--- config.mk ---
export PLATFORM = sky130hd
export DESIGN_NAME = vga_frame_monitor
export DESIGN_NICKNAME = d
export VERILOG_FILES = /design/src/rtl/vga_frame_monitor.sv
export SDC_FILE = /design/constraint.sdc
export NUM_CORES = 1
export LEC_CHECK = 0
export CORE_MARGIN = 1.5
export CORE_UTILIZATION = 37
export CTS_BUF_LIST = sky130_fd_sc_hd__clkbuf_16
export DETAILED_ROUTE_END_ITERATION = 8
export PLACE_DENSITY = 0.57
export SYNTH_ARGS = -nofsm -noshare
export SYNTH_HDL_FRONTEND = slang
export SYNTH_SLANG_ARGS = --single-unit
--- constraint.sdc ---
create_clock -name clk -period 4.1 [get_ports clk]
set_input_delay 0.82 -clock clk [delete_from_list [all_inputs] [get_ports clk]]
set_output_delay 0.82 -clock clk [all_outputs]
set_load 0.01 [all_outputs]
--- src/rtl/vga_frame_monitor.sv ---
// vga_frame_monitor
// Watches a core's hsync/vsync/rgb output and measures every frame: active
// pixels per line, active lines per frame and an rgb checksum. Raises
// per-frame and sticky timing-error flags and reports lock once frames match
// the expected resolution.
`timescale 1ns/1ps
module vga_frame_monitor #(
  parameter int unsigned RGB_W      = 3,
  parameter int unsigned SAMPLE_DIV = 2,
  parameter logic        SYNC_ACT   = 1'b0,
  parameter int unsigned H_ACTIVE   = 640,
  parameter int unsigned V_ACTIVE   = 480,
  parameter int unsigned CNT_W      = 12,
  parameter int unsigned SUM_W      = 24,
  parameter int unsigned FRM_W      = 16
) (
  input  logic             clk,
  input  logic             reset,
  input  logic             hsync,
  input  logic             vsync,
  input  logic [RGB_W-1:0] rgb,
  input  logic             clr,
  output logic             frame_done,
  output logic [CNT_W-1:0] line_len,
  output logic [CNT_W-1:0] line_cnt,
  output logic [SUM_W-1:0] frame_sum,
  output logic [FRM_W-1:0] frame_cnt,
  output logic             err_h,
  output logic             err_v,
  output logic             err_sticky,
  output logic             locked
);

  localparam int unsigned      DIV_W     = (SAMPLE_DIV > 1) ? $clog2(SAMPLE_DIV) : 1;
  localparam logic [DIV_W-1:0] DIV_LAST  = DIV_W'(SAMPLE_DIV - 1);
  localparam logic             SYNC_IDLE = ~SYNC_ACT;
  localparam logic [CNT_W-1:0] CNT_MAX   = '1;
  localparam logic [CNT_W-1:0] H_EXP     = CNT_W'(H_ACTIVE);
  localparam logic [CNT_W-1:0] V_EXP     = CNT_W'(V_ACTIVE);

  typedef enum logic [1:0] {
    S_WAIT = 2'd0,
    S_ACQ  = 2'd1,
    S_LOCK = 2'd2
  } state_t;

  state_t             state;

  logic               hs_r, vs_r, hs_p, vs_p;
  logic [RGB_W-1:0]   rgb_r;
  logic [DIV_W-1:0]   div;
  logic [CNT_W-1:0]   pix_cnt;
  logic [CNT_W-1:0]   lines;
  logic [SUM_W-1:0]   sum;
  logic               fh;

  logic               hs_edge, vs_edge;
  logic               sample;
  logic               line_close;
  logic               frame_end;
  logic [CNT_W-1:0]   lines_nxt;
  logic               fh_nxt;
  logic               new_err_v;
  logic               frame_err;

  function automatic logic [CNT_W-1:0] sat_inc(input logic [CNT_W-1:0] v);
    return (v == CNT_MAX) ? v : v + CNT_W'(1);
  endfunction

  // Register the raw video inputs once, and keep the previous sync levels
  // for assertion-edge detection.
  always_ff @(posedge clk or negedge reset) begin
    if (!reset) begin
      hs_r  <= SYNC_IDLE;
      vs_r  <= SYNC_IDLE;
      hs_p  <= SYNC_IDLE;
      vs_p  <= SYNC_IDLE;
      rgb_r <= '0;
    end else begin
      hs_r  <= hsync;
      vs_r  <= vsync;
      hs_p  <= hs_r;
      vs_p  <= vs_r;
      rgb_r <= rgb;
    end
  end

  // Edge decode, pixel strobe and the line/frame closing terms. A line closed
  // on the same cycle as a vsync edge is folded into the frame being closed,
  // so the frame results use the *_nxt values rather than the registers.
  always_comb begin
    hs_edge    = 1'b0;
    vs_edge    = 1'b0;
    sample     = 1'b0;
    line_close = 1'b0;
    frame_end  = 1'b0;
    lines_nxt  = lines;
    fh_nxt     = fh;
    new_err_v  = 1'b0;
    frame_err  = 1'b0;

    hs_edge    = (hs_p != SYNC_ACT) && (hs_r == SYNC_ACT);
    vs_edge    = (vs_p != SYNC_ACT) && (vs_r == SYNC_ACT);
    sample     = (div == '0) && (hs_r != SYNC_ACT) && (vs_r != SYNC_ACT) &&
                 (state != S_WAIT);
    line_close = hs_edge && (pix_cnt != '0);
    frame_end  = vs_edge && (state != S_WAIT);

    if (line_close) begin
      lines_nxt = sat_inc(lines);
      if (pix_cnt != H_EXP) fh_nxt = 1'b1;
    end
    new_err_v = (lines_nxt != V_EXP);
    frame_err = fh_nxt | new_err_v;
  end

  // Pixel-rate divider, realigned to the start of every line.
  always_ff @(posedge clk or negedge reset) begin
    if (!reset) begin
      div <= '0;
    end else if (hs_edge || div == DIV_LAST) begin
      div <= '0;
    end else begin
      div <= div + DIV_W'(1);
    end
  end

  // Per-line and per-frame accumulators; any vsync edge starts a fresh frame.
  always_ff @(posedge clk or negedge reset) begin
    if (!reset) begin
      pix_cnt <= '0;
      lines   <= '0;
      sum     <= '0;
      fh      <= 1'b0;
    end else if (vs_edge) begin
      pix_cnt <= '0;
      lines   <= '0;
      sum     <= '0;
      fh      <= 1'b0;
    end else begin
      if (hs_edge) begin
        pix_cnt <= '0;
      end else if (sample) begin
        pix_cnt <= sat_inc(pix_cnt);
      end
      if (sample) sum <= sum + SUM_W'(rgb_r);
      lines <= lines_nxt;
      fh    <= fh_nxt;
    end
  end

  // Latch the measured results at line end and frame end.
  always_ff @(posedge clk or negedge reset) begin
    if (!reset) begin
      line_len   <= '0;
      line_cnt   <= '0;
      frame_sum  <= '0;
      err_h      <= 1'b0;
      err_v      <= 1'b0;
      frame_done <= 1'b0;
    end else begin
      frame_done <= frame_end;
      if (line_close) line_len <= pix_cnt;
      if (frame_end) begin
        line_cnt  <= lines_nxt;
        frame_sum <= sum;
        err_h     <= fh_nxt;
        err_v     <= new_err_v;
      end
    end
  end

  // Frame counter and sticky error; clr takes priority over a frame end.
  always_ff @(posedge clk or negedge reset) begin
    if (!reset) begin
      frame_cnt  <= '0;
      err_sticky <= 1'b0;
    end else if (clr) begin
      frame_cnt  <= '0;
      err_sticky <= 1'b0;
    end else if (frame_end) begin
      frame_cnt  <= frame_cnt + FRM_W'(1);
      err_sticky <= err_sticky | frame_err;
    end
  end

  // Lock tracking: wait for the first vsync, then lock on a clean frame and
  // drop back to acquisition on any bad one.
  always_ff @(posedge clk or negedge reset) begin
    if (!reset) begin
      state <= S_WAIT;
    end else begin
      case (state)
        S_WAIT:  if (vs_edge) state <= S_ACQ;
        S_ACQ:   if (frame_end && !frame_err) state <= S_LOCK;
        S_LOCK:  if (frame_end && frame_err) state <= S_ACQ;
        default: state <= S_WAIT;
      endcase
    end
  end

  // Lock status straight from the state register.
  always_comb begin
    locked = (state == S_LOCK);
  end

endmodule

==> results.md, run 1 <==
* Final Slew Violations at 0
* Share of post-route cells with drive strength above 1 at 0.0843
* Count leader, synth: nand2_1
* Top cells by area, synth: dfrtp_1 53%, nand2_1 8.5%, nor2_1 4.2%
* Core Util, Final at 0.476
* CP Class: register to register
* RSZ-0062 raised after global routing: false
* Area grow syn2layout at 25.6%
* PD cells at 423 nW/um^2
* Core Area at 15200 sq um
* Fmax at 354 MHz
* Post-Syn Area at 5760 sq um
* Drt via density at 4.99
* Tmin final at 2830 ps
* Clock H-tree levels at 4
* Top cell type's share of synthesized area at 0.535
* Later-pin clock latency in the skew report at 420 ps
* Final hold violation count at 0
* Crit path max-delay cell type: dfstp_2
* Switching power share of the total at 0.257
* # resized after CTS at 0
* I/O pins at 77
* Max_cap viols at 0
* Post-synth EDFFs at 0
* Std-Cell Rows at 45
* Antenna cells at 0
* Clock sink total at 127
* Main synth FF type: dfrtp_1
* Tcrit/Tclk final at 0.689
* P_int at 2.27 mW
* Worst Path Buf+Inv at 0
* Net count after synthesis at 604
* Die W at 128 microns
* DIE AREA at 16300 sq um
* Initial core utilization at 0.379
* Final setup violation count at 0
* Crit end category: register
* Total number of vias at 4315
* Die Ht at 128 microns
* Seq pwr share at 0.451
* CTS max path bufs at 2
* Clock share of power at 0.442
* WL/cell at 14.4 microns
* Total GRT Usage at 0.167
* Synth Warn # at 0
* Gate Count Post-Synth at 588
* Non-Filler Instances at 864
* Synth unique cells at 52
* Psw at 0.784 mW
* Maximum resistive drop on vdd at 0.318 mV
* Final WL at 12400 microns
* Register clock-pin slew on the reported worst setup and hold paths at 50 ps
* Initial DRC Count at 289
* First-pass DRT Iterations at 4
* CP startpoint kind: register
* Least-Margin Pin Slew at 904 ps
* Yosys top cell by area: dfrtp_1
* First-pass GRT wire length at 21500 microns
* Grt total ovfl at 0
* Synth Register Bits at 127
* CTS tree: yes
* Worst Path Required at 4380 ps
* TritonCTS Buffers at 17
* Post-CTS Setup Bufs at 0
* Largest net degree at the start of global routing at 71
* Initial antenna violation count at 0
* Seq/Total Area, Yosys at 0.553
* Critical Path Max Stage Delay at 520 ps
* Layout fillers at 1412
* Port Buf Inserts at 76
* Routability Congestion at 0.847
* Layout Skew at 5.56 ps
* Synth top cells by count: 130 x nand2_1, 123 x dfrtp_1, 64 x nor2_1, 32 x o21ai_0, 26 x xnor2_1
* Asr flop ratio synth at 1.00
* Pleak at 3.23 nW
* Min-Delay Path Class: register to register
* Critical path cell sequence: nor2b_1 > nand2_1 > o32ai_1 > nand3b_1 > a2111oi_0 > a211oi_1
* Combinational share of power at 0.108
* Status: complete, no violations
* Hold_buf cts at 0
* Final setup TNS at 0 ps
* Nets at 679
* Crit path max-delay family: simple AND/OR/NAND/NOR gates
* Mapped Avg Cell Area at 9.79 sq um
* Root Driver: clkbuf_16
* Vias in the first global route at 4390
* Post-DRT Antenna Nets at 0
* Critical Path Fanout Max at 16
* Dpl hpwl at 8620 microns
* Drt drc at 0
* Slew margin rel. at 0.392
* Post-Place Cells at 832
* WP data arrival at 3110 ps
[layout by cell type, fill, tap and decap left out, types with 4 or more instances in the layout]
master	n
nand2_1	130
buf_4	4
xnor2_1	26
nor3_1	5
a21oi_1	18
clkdlybuf4s50_1	75
nand4_1	17
nand3_1	17
and4_1	6
mux2_2	7
xor2_1	20
dfstp_2	4
nor2b_1	7
mux2i_1	4
ha_1	7
clkinv_2	5
clkbuf_16	17
o21ai_0	31
inv_1	16
or3_1	13
and3_1	8
clkinv_1	4
dfrtp_1	123
nor2_1	64
[logic make-up (layout without fill, tap and decap cells)]
| logic type | after synthesis | after routing | share of synthesized area |
|---|---|---|---|
| AO/OA/AOI/OAI | 65 | 65 | 0.0639 |
| XOR/XNOR | 46 | 46 | 0.0700 |
| adder cells (fa/ha/maj) | 8 | 8 | 0.0187 |
| buffers and inverters | 39 | 127 | 0.0283 |
| flip-flops | 127 | 127 | 0.553 |
| multiplexers | 12 | 12 | 0.0246 |
| AND/OR/NAND/NOR | 291 | 291 | 0.242 |
[power by group through the flow]
stage / Sequential [mW] / Clock [mW] / Combinational [mW]
5_1_grt: 1.39 / 1.44 / 0.375
2_1_floorplan: 1.40 / 0 / 0.164
3_5_place_dp: 1.40 / 0 / 0.333
6_report: 1.38 / 1.35 / 0.329
4_1_cts: 1.38 / 1.38 / 0.336
3_3_place_gp: 1.40 / 0 / 0.330
[state kept, by name, indices dropped and copies added (netlist names), 2 cells and up]
name and count:
frame_cnt 16, frame_sum 24, rgb_r 3, lines 12
sum 24, pix_cnt 12, line_cnt 12, line_len 12
state 2
[per-layer routing]
| metal | vias to the layer above | track usage | part of all wire |
|---|---|---|---|
| li1 | 2123 | - | - |
| met1 | 2101 | 0.219 | 0.48 |
| met2 | 78 | 0.266 | 0.47 |
| met3 | 13 | 0.0392 | 0.034 |
| met4 | 0 | 0.0694 | 0.016 |
| met5 | - | 0 | 0 |
[area by class of cell]
class                           count  area (sq um)  area share
Sequential cell                   127          3180       0.440
Inverter                           15          56.3     0.00779
Multi-Input combinational cell    422          2420       0.335
Clock inverter                     15           105      0.0145
Tap cell                          188           235      0.0325
Clock buffer                       17           425      0.0588
Timing Repair Buffer               80           801       0.111
[path summary, 6_finish.rpt]
kind	start	endpoint	slack [ps]	cells after the start
max	hs_p	state[0]	1270	6
min	hs_r	hs_p	380	0
max reg2reg	hs_p	state[0]	1270	6
min reg2reg	hs_r	hs_p	380	0
max in group asynchronous	reset	frame_sum[12]	2820	2
min in group asynchronous	reset	line_cnt[4]	470	1
[stage by stage]
step           worst slack, ps  hold WS [ps]  area [sq um]  total power [mW]
2_1_floorplan             1780           365          5760              1.56
3_3_place_gp              1380           375          6700              1.73
3_5_place_dp              1280           375          6700              1.73
4_1_cts                   1270           383          7230              3.10
5_1_grt                   1070           389          7230              3.21
6_report                  1270           382          7230              3.06
(Power assumes the default switching activity.)
==> run 2: changes to the inputs <==
==> constraint.sdc (replaced) <==
create_clock -name clk -period 2.8 [get_ports clk]
set_input_delay 0.56 -clock clk [delete_from_list [all_inputs] [get_ports clk]]
set_output_delay 0.56 -clock clk [all_outputs]
set_load 0.01 [all_outputs]
==> run 2 against run 1 <==
First-iteration DRC count fell by 27%. Clock skew rose by 2.0 ps. Critical path type unchanged. Register-to-register slack got worse by 1100 ps. Total power rose by 63%. Maximum frequency rose by 6.5%. Wire length fell by 0.25%. Sequential cell count did not move. Die area did not move. Worst hold slack got worse by 180 ps. Largest power group is now clock. Largest cell class unchanged.
==> results.md, run 2 (synthesized netlist as in run 1, its figures left out) <==
* Tcrit/Tclk final at 0.948 (was 0.689)
* Worst Path Required at 3140 ps (was 4380 ps)
* Die W at 128 microns (unchanged)
* Root Driver: clkbuf_16 (unchanged)
* Area taken by multi-input logic gates at 2440 sq um (was 2420 sq um)
* TritonCTS Buffers at 17 (unchanged)
* Crit Reg-Reg Startpoint: pix_cnt[0] (was hs_p)
* Pleak at 3.31 nW (was 3.23 nW)
* Std-Cell Rows at 45 (unchanged)
* Least-Margin Pin Slew at 716 ps (was 904 ps)
* Total GRT Usage at 0.167 (about the same)
* Grt total ovfl at 0 (unchanged)
* Final WL at 12400 microns (about the same)
* CP Class: register to register (unchanged)
* CP startpoint kind: register (unchanged)
* Max_cap viols at 0 (unchanged)
* CTS max path bufs at 2 (unchanged)
* Sequential Area at 3180 sq um (unchanged)
* Most frequent cells in the layout: 130 x nand2_1, 123 x dfrtp_1, 75 x clkdlybuf4s50_1 (unchanged)
* Min-Delay Path Class: input port to asynchronous set/reset pin (was register to register)
* Slew margin rel. at 0.520 (was 0.392)
* Layout fillers at 1388 (was 1412)
* Core Util, Final at 0.487 (was 0.476)
* Total number of vias at 4315 (unchanged)
* Critical Path Max Stage Delay at 610 ps (was 520 ps)
* Layout Skew at 7.54 ps (was 5.56 ps)
* Clock sink total at 127 (unchanged)
* Vias in the first global route at 4428 (was 4390)
* Most common cell after layout, fill and taps aside: nand2_1 (unchanged)
* Flop2flop setup slack at 150 ps (was 1270 ps)
* Initial core utilization at 0.379 (unchanged)
* I/O pins at 77 (unchanged)
* Critical path cell sequence: inv_1 > ha_1 > nor4b_2 > and3_4 > nor3_2 > mux2_2 > nand3_2 > or3_1 > a21oi_1 (was nor2b_1 > nand2_1 > o32ai_1 > nand3b_1 > a2111oi_0 > a211oi_1)
* Final setup violation count at 0 (unchanged)
* Antenna cells at 0 (unchanged)
* Dpl hpwl at 8380 microns (was 8620 microns)
* Later-pin clock latency in the skew report at 420 ps (about the same)
* Initial antenna violation count at 0 (unchanged)
* RSZ-0062 raised after global routing: false (unchanged)
* Regs by FF count: frame_sum (24), sum (24), frame_cnt (16) (unchanged)
* Final hold violation count at 0 (unchanged)
* Core Area at 15200 sq um (unchanged)
* Status: complete, no violations (unchanged)
* Crit end category: register (unchanged)
* Drt drc at 0 (unchanged)
* WP data arrival at 3000 ps (was 3110 ps)
* Maximum resistive drop on vdd at 0.467 mV (was 0.318 mV)
* Share of post-route cells with drive strength above 1 at 0.0985 (was 0.0843)
* Critical Path Fanout Max at 9 (was 16)
* Fmax at 377 MHz (was 354 MHz)
* Drt via density at 4.97 (was 4.99)
* Tmin final at 2650 ps (was 2830 ps)
* Die Ht at 128 microns (unchanged)
* Clock H-tree levels at 4 (unchanged)
* Port Buf Inserts at 76 (unchanged)
* Initial DRC Count at 212 (was 289)
* Final setup TNS at 0 ps (unchanged)
* R2R cell count at 9 (was 6)
* CTS tree: yes (unchanged)
* First-pass GRT wire length at 21500 microns (about the same)
* First-pass DRT Iterations at 4 (unchanged)
* DIE AREA at 16300 sq um (unchanged)
* Largest net degree at the start of global routing at 128 (was 71)
* Routability Congestion at 0.865 (was 0.847)
* Nets at 683 (was 679)
* PD cells at 673 nW/um^2 (was 423 nW/um^2)
* Final Slew Violations at 0 (unchanged)
* WL/cell at 14.3 microns (was 14.4 microns)
* Post-DRT Antenna Nets at 0 (unchanged)
* Register clock-pin slew on the reported worst setup and hold paths at 60 ps (was 50 ps)
* Crit path max-delay cell type: nor3_2 (was dfstp_2)
* Area grow syn2layout at 28.7% (was 25.6%)
* R2r endpoint: state[1] (was state[0])
-- run 2: per-layer routing --
| metal | up-vias | wire length, microns | GRT usage |
|---|---|---|---|
| met1 | 2107 | 5990 | 0.220 |
| met4 | 0 | 184 | 0.0615 |
| met5 | - | 0 | 0 |
| li1 | 2125 | - | - |
| met2 | 68 | 5830 | 0.264 |
| met3 | 15 | 369 | 0.0451 |
-- run 2: where the power goes --
| group | switching, mW | internal (mW) |
|---|---|---|
| clock network | 0.815 | 1.67 |
| registers | 0.0883 | 1.93 |
| logic | 0.279 | 0.211 |
| total | 1.18 | 3.81 |
-- run 2: timing repair --
action                     4_1_cts  5_1_grt
resized for setup                0        3
setup buffers                    0        0
hold buffers                     0        0
setup endpoints to repair        0        3
-- run 2: worst max-delay path by stage --
| stage | end | start | cells past startpoint |
|---|---|---|---|
| floorplan | state[1] | pix_cnt[0] | 9 |
| global placement | state[0] | pix_cnt[0] | 9 |
| detailed placement | state[0] | lines[0] | 8 |
| CTS | state[0] | lines[0] | 8 |
| global route | state[1] | pix_cnt[0] | 9 |
| finish | state[1] | pix_cnt[0] | 9 |
-- run 2: through the flow --
stage / cells / power (mW) / cell area (sq um) / worst slack (ps) / hold WS, ps
5_1_grt: 868 / 5.21 / 7410 / 27.1 / 313
3_3_place_gp: 836 / 2.54 / 6730 / 306 / 373
2_1_floorplan: 588 / 2.29 / 5760 / 481 / 264
3_5_place_dp: 836 / 2.55 / 6730 / 196 / 377
4_1_cts: 868 / 5.05 / 7400 / 177 / 276
6_report: 868 / 4.99 / 7410 / 146 / 204
-- run 2: cell type report --
cell class / instances / area share
Clock buffer: 17 / 0.0574
Clock inverter: 15 / 0.0324
Inverter: 15 / 0.00760
Multi-Input combinational cell: 422 / 0.329
Sequential cell: 127 / 0.430
Tap cell: 188 / 0.0318
Timing Repair Buffer: 84 / 0.112
-- run 2: worst max-delay path: cells and delay by family, from the launching register on --
kind / cells / cell delay [ps]
and+or+nand+nor: 5 / 1450
DFF: 1 / 400
muxes: 1 / 320
adders and majority gates: 1 / 180
AOI/OAI and AO/OA: 1 / 150
buffers and inverters: 1 / 70
==> run 3: changes to the inputs <==
--- a/config.mk
+++ b/config.mk
@@ -9,6 +9,8 @@
 export CORE_UTILIZATION = 37
 export CTS_BUF_LIST = sky130_fd_sc_hd__clkbuf_16
 export DETAILED_ROUTE_END_ITERATION = 8
+export GPL_ROUTABILITY_DRIVEN = 0
+export GPL_TIMING_DRIVEN = 0
 export PLACE_DENSITY = 0.57
 export SYNTH_ARGS = -nofsm -noshare
 export SYNTH_HDL_FRONTEND = slang
==> run 3 against run 2 <==
Register-to-register slack got worse by 20 ps. First-iteration DRC count rose by 18%. Critical path depth fell by 1. Global-route usage rose by 0.62 points. Combinational power rose by 3%. Clock power fell by 14%. Sequential power barely moved. Wire length rose by 7.2%. Non-clock buffer count rose by 19. Highest routed layer unchanged.
==> results.md, run 3 (synthesized netlist as in run 1, its figures left out) <==
* Slew margin rel. at 0.406 (was 0.520)
* Vias in the first global route at 4542 (was 4428)
* Min-Delay Path Class: input port to asynchronous set/reset pin (unchanged)
* First-pass GRT wire length at 22200 microns (was 21500 microns)
* WL/cell at 15.0 microns (was 14.3 microns)
* Worst setup margin at 126 ps (was 146 ps)
* Max_cap viols at 0 (unchanged)
* Total number of vias at 4436 (was 4315)
* Status: complete, no violations (unchanged)
* Layout Skew at 17.7 ps (was 7.54 ps)
* Post-route total power at 4.65 mW (was 4.99 mW)
* Pleak at 3.31 nW (about the same)
* Most frequent cells in the layout: 129 x nand2_1, 122 x dfrtp_1, 74 x clkdlybuf4s50_1 (was 130 x nand2_1, 123 x dfrtp_1, 75 x clkdlybuf4s50_1)
* Clock sink total at 127 (unchanged)
* Worst Path Buf+Inv at 0 (was 1)
* Root Driver: clkbuf_16 (unchanged)
* CTS tree: yes (unchanged)
* Tcrit/Tclk final at 0.955 (was 0.948)
* DIE AREA at 16300 sq um (unchanged)
* Final Slew Violations at 0 (unchanged)
* Register clock-pin slew on the reported worst setup and hold paths at 60 ps (about the same)
* Area taken by multi-input logic gates at 2460 sq um (was 2440 sq um)
* Largest net degree at the start of global routing at 82 (was 128)
* Layout fillers at 1437 (was 1388)
* Crit path max-delay family: simple AND/OR/NAND/NOR gates (unchanged)
* Worst Path Required at 3130 ps (was 3140 ps)
* R2R cell count at 8 (was 9)
* Grt total ovfl at 0 (unchanged)
* Place WS at 162 ps (was 196 ps)
* Min Hold Slack at 63.5 ps (was 204 ps)
* Final hold violation count at 0 (unchanged)
* Final WL at 13300 microns (was 12400 microns)
* Busiest grt layer: met2 (unchanged)
* CTS max path bufs at 2 (unchanged)
* Clock H-tree levels at 4 (unchanged)
* Crit path max-delay cell type: or4_4 (was nor3_2)
* GR Util met2 at 0.265 (was 0.264)
* Dpl hpwl at 9130 microns (was 8380 microns)
* I/O pins at 77 (unchanged)
* Crit. path cell count at 8 (was 9)
* Crit end category: register (unchanged)
* Core Area at 15200 sq um (unchanged)
* Initial core utilization at 0.379 (unchanged)
* Core Util, Final at 0.487 (about the same)
* Initial DRC Count at 250 (was 212)
* Tmin final at 2670 ps (was 2650 ps)
* Antenna cells at 0 (unchanged)
* Fmax at 374 MHz (was 377 MHz)
* CP Class: register to register (unchanged)
* Die W at 128 microns (unchanged)
* Later-pin clock latency in the skew report at 420 ps (about the same)
* Std-Cell Rows at 45 (unchanged)
* Post-DRT Antenna Nets at 0 (unchanged)
* Critical path cell sequence: ha_1 > and4_1 > nand3_2 > or4_4 > mux2i_4 > nand3_2 > or3_1 > a21oi_1 (was inv_1 > ha_1 > nor4b_2 > and3_4 > nor3_2 > mux2_2 > nand3_2 > or3_1 > a21oi_1)
* WP data arrival at 3000 ps (about the same)
* Area grow syn2layout at 28.6% (was 28.7%)
* Critical Path Fanout Max at 6 (was 9)
* Hold_buf cts at 0 (unchanged)
* Drt drc at 0 (unchanged)
* TritonCTS Buffers at 17 (unchanged)
* CP startpoint kind: register (unchanged)
* Final setup violation count at 0 (unchanged)
* Sequential Area at 3180 sq um (about the same)
* Maximum resistive drop on vdd at 0.426 mV (was 0.467 mV)
* Regs by FF count: frame_sum (24), sum (24), frame_cnt (16) (unchanged)
* Least-Margin Pin Slew at 883 ps (was 716 ps)
* CP dominant cell by count: nand3_2
* Most common cell after layout, fill and taps aside: nand2_1 (unchanged)
* Initial antenna violation count at 0 (unchanged)
* Total GRT Usage at 0.173 (was 0.167)
* Share of post-route cells with drive strength above 1 at 0.0946 (was 0.0985)
* First-pass DRT Iterations at 4 (unchanged)
* Non-Filler Instances at 886 (was 868)
* Die Ht at 128 microns (unchanged)
* Nets at 702 (was 683)
* PD cells at 628 nW/um^2 (was 673 nW/um^2)
* Critical Path Max Stage Delay at 560 ps (was 610 ps)
* GRT met1 Usage at 0.232 (was 0.220)
* Post-Place Cells at 852 (was 836)
* Port Buf Inserts at 75 (was 76)
* Met3 Track Usage GR at 0.0438 (was 0.0451)
* Drt via density at 5.01 (was 4.97)
## run 3: metal layers
layer / up-vias / part of all wire
li1: 2176 / -
met3: 11 / 0.042
met4: 0 / 0.014
met2: 76 / 0.47
met5: - / 0
met1: 2173 / 0.47
## run 3: final cells by class
class / instances / share of cell area
buffer: 24 / 0.0145
clock buffer: 17 / 0.0575
clock inverter: 14 / 0.0183
inverter: 15 / 0.00761
multi-input combinational: 422 / 0.332
sequential: 127 / 0.430
tap: 188 / 0.0318
timing repair buffer: 79 / 0.108
## run 3: repair_timing
action | in CTS | in global routing
setup buffers | 0 | 3
resized for setup | 0 | 13
setup endpoints to repair | 0 | 6
## run 3: per-stage QoR
step | setup TNS [ps] | instance area (sq um)
3_5_place_dp | 0 | 6770
2_1_floorplan | 0 | 5760
6_report | 0 | 7400
4_1_cts | 0 | 7330
3_3_place_gp | -478400 | 6740
5_1_grt | -37.7 | 7400
## run 3: path summary, 6_finish.rpt
path | start | end | slack, ps
max in group asynchronous | reset | sum[15] | 1980
min in group clk | vs_r | vs_p | 390
worst max-delay path | lines[1] | state[1] | 130
worst min register to register | vs_r | vs_p | 390
worst min-delay path | reset | line_cnt[4] | 60
worst max register to register | lines[1] | state[1] | 130
## run 3: where the power goes
part / total [mW] / leakage, nW / internal (mW) / switching, mW
clock: 2.13 / 0.291 / 1.36 / 0.772
sequential: 2.01 / 1.74 / 1.93 / 0.0830
combinational: 0.507 / 1.28 / 0.209 / 0.298
total: 4.65 / 3.31 / 3.50 / 1.15
## run 3: worst reg2reg max path: cells and delay by family, from the launching register on
| family | cells | cell delay, ps |
|---|---|---|
| compound gates | 1 | 180 |
| flops | 1 | 440 |
| mux | 1 | 250 |
| fa+ha+maj | 1 | 260 |
| simple gates | 5 | 1440 |
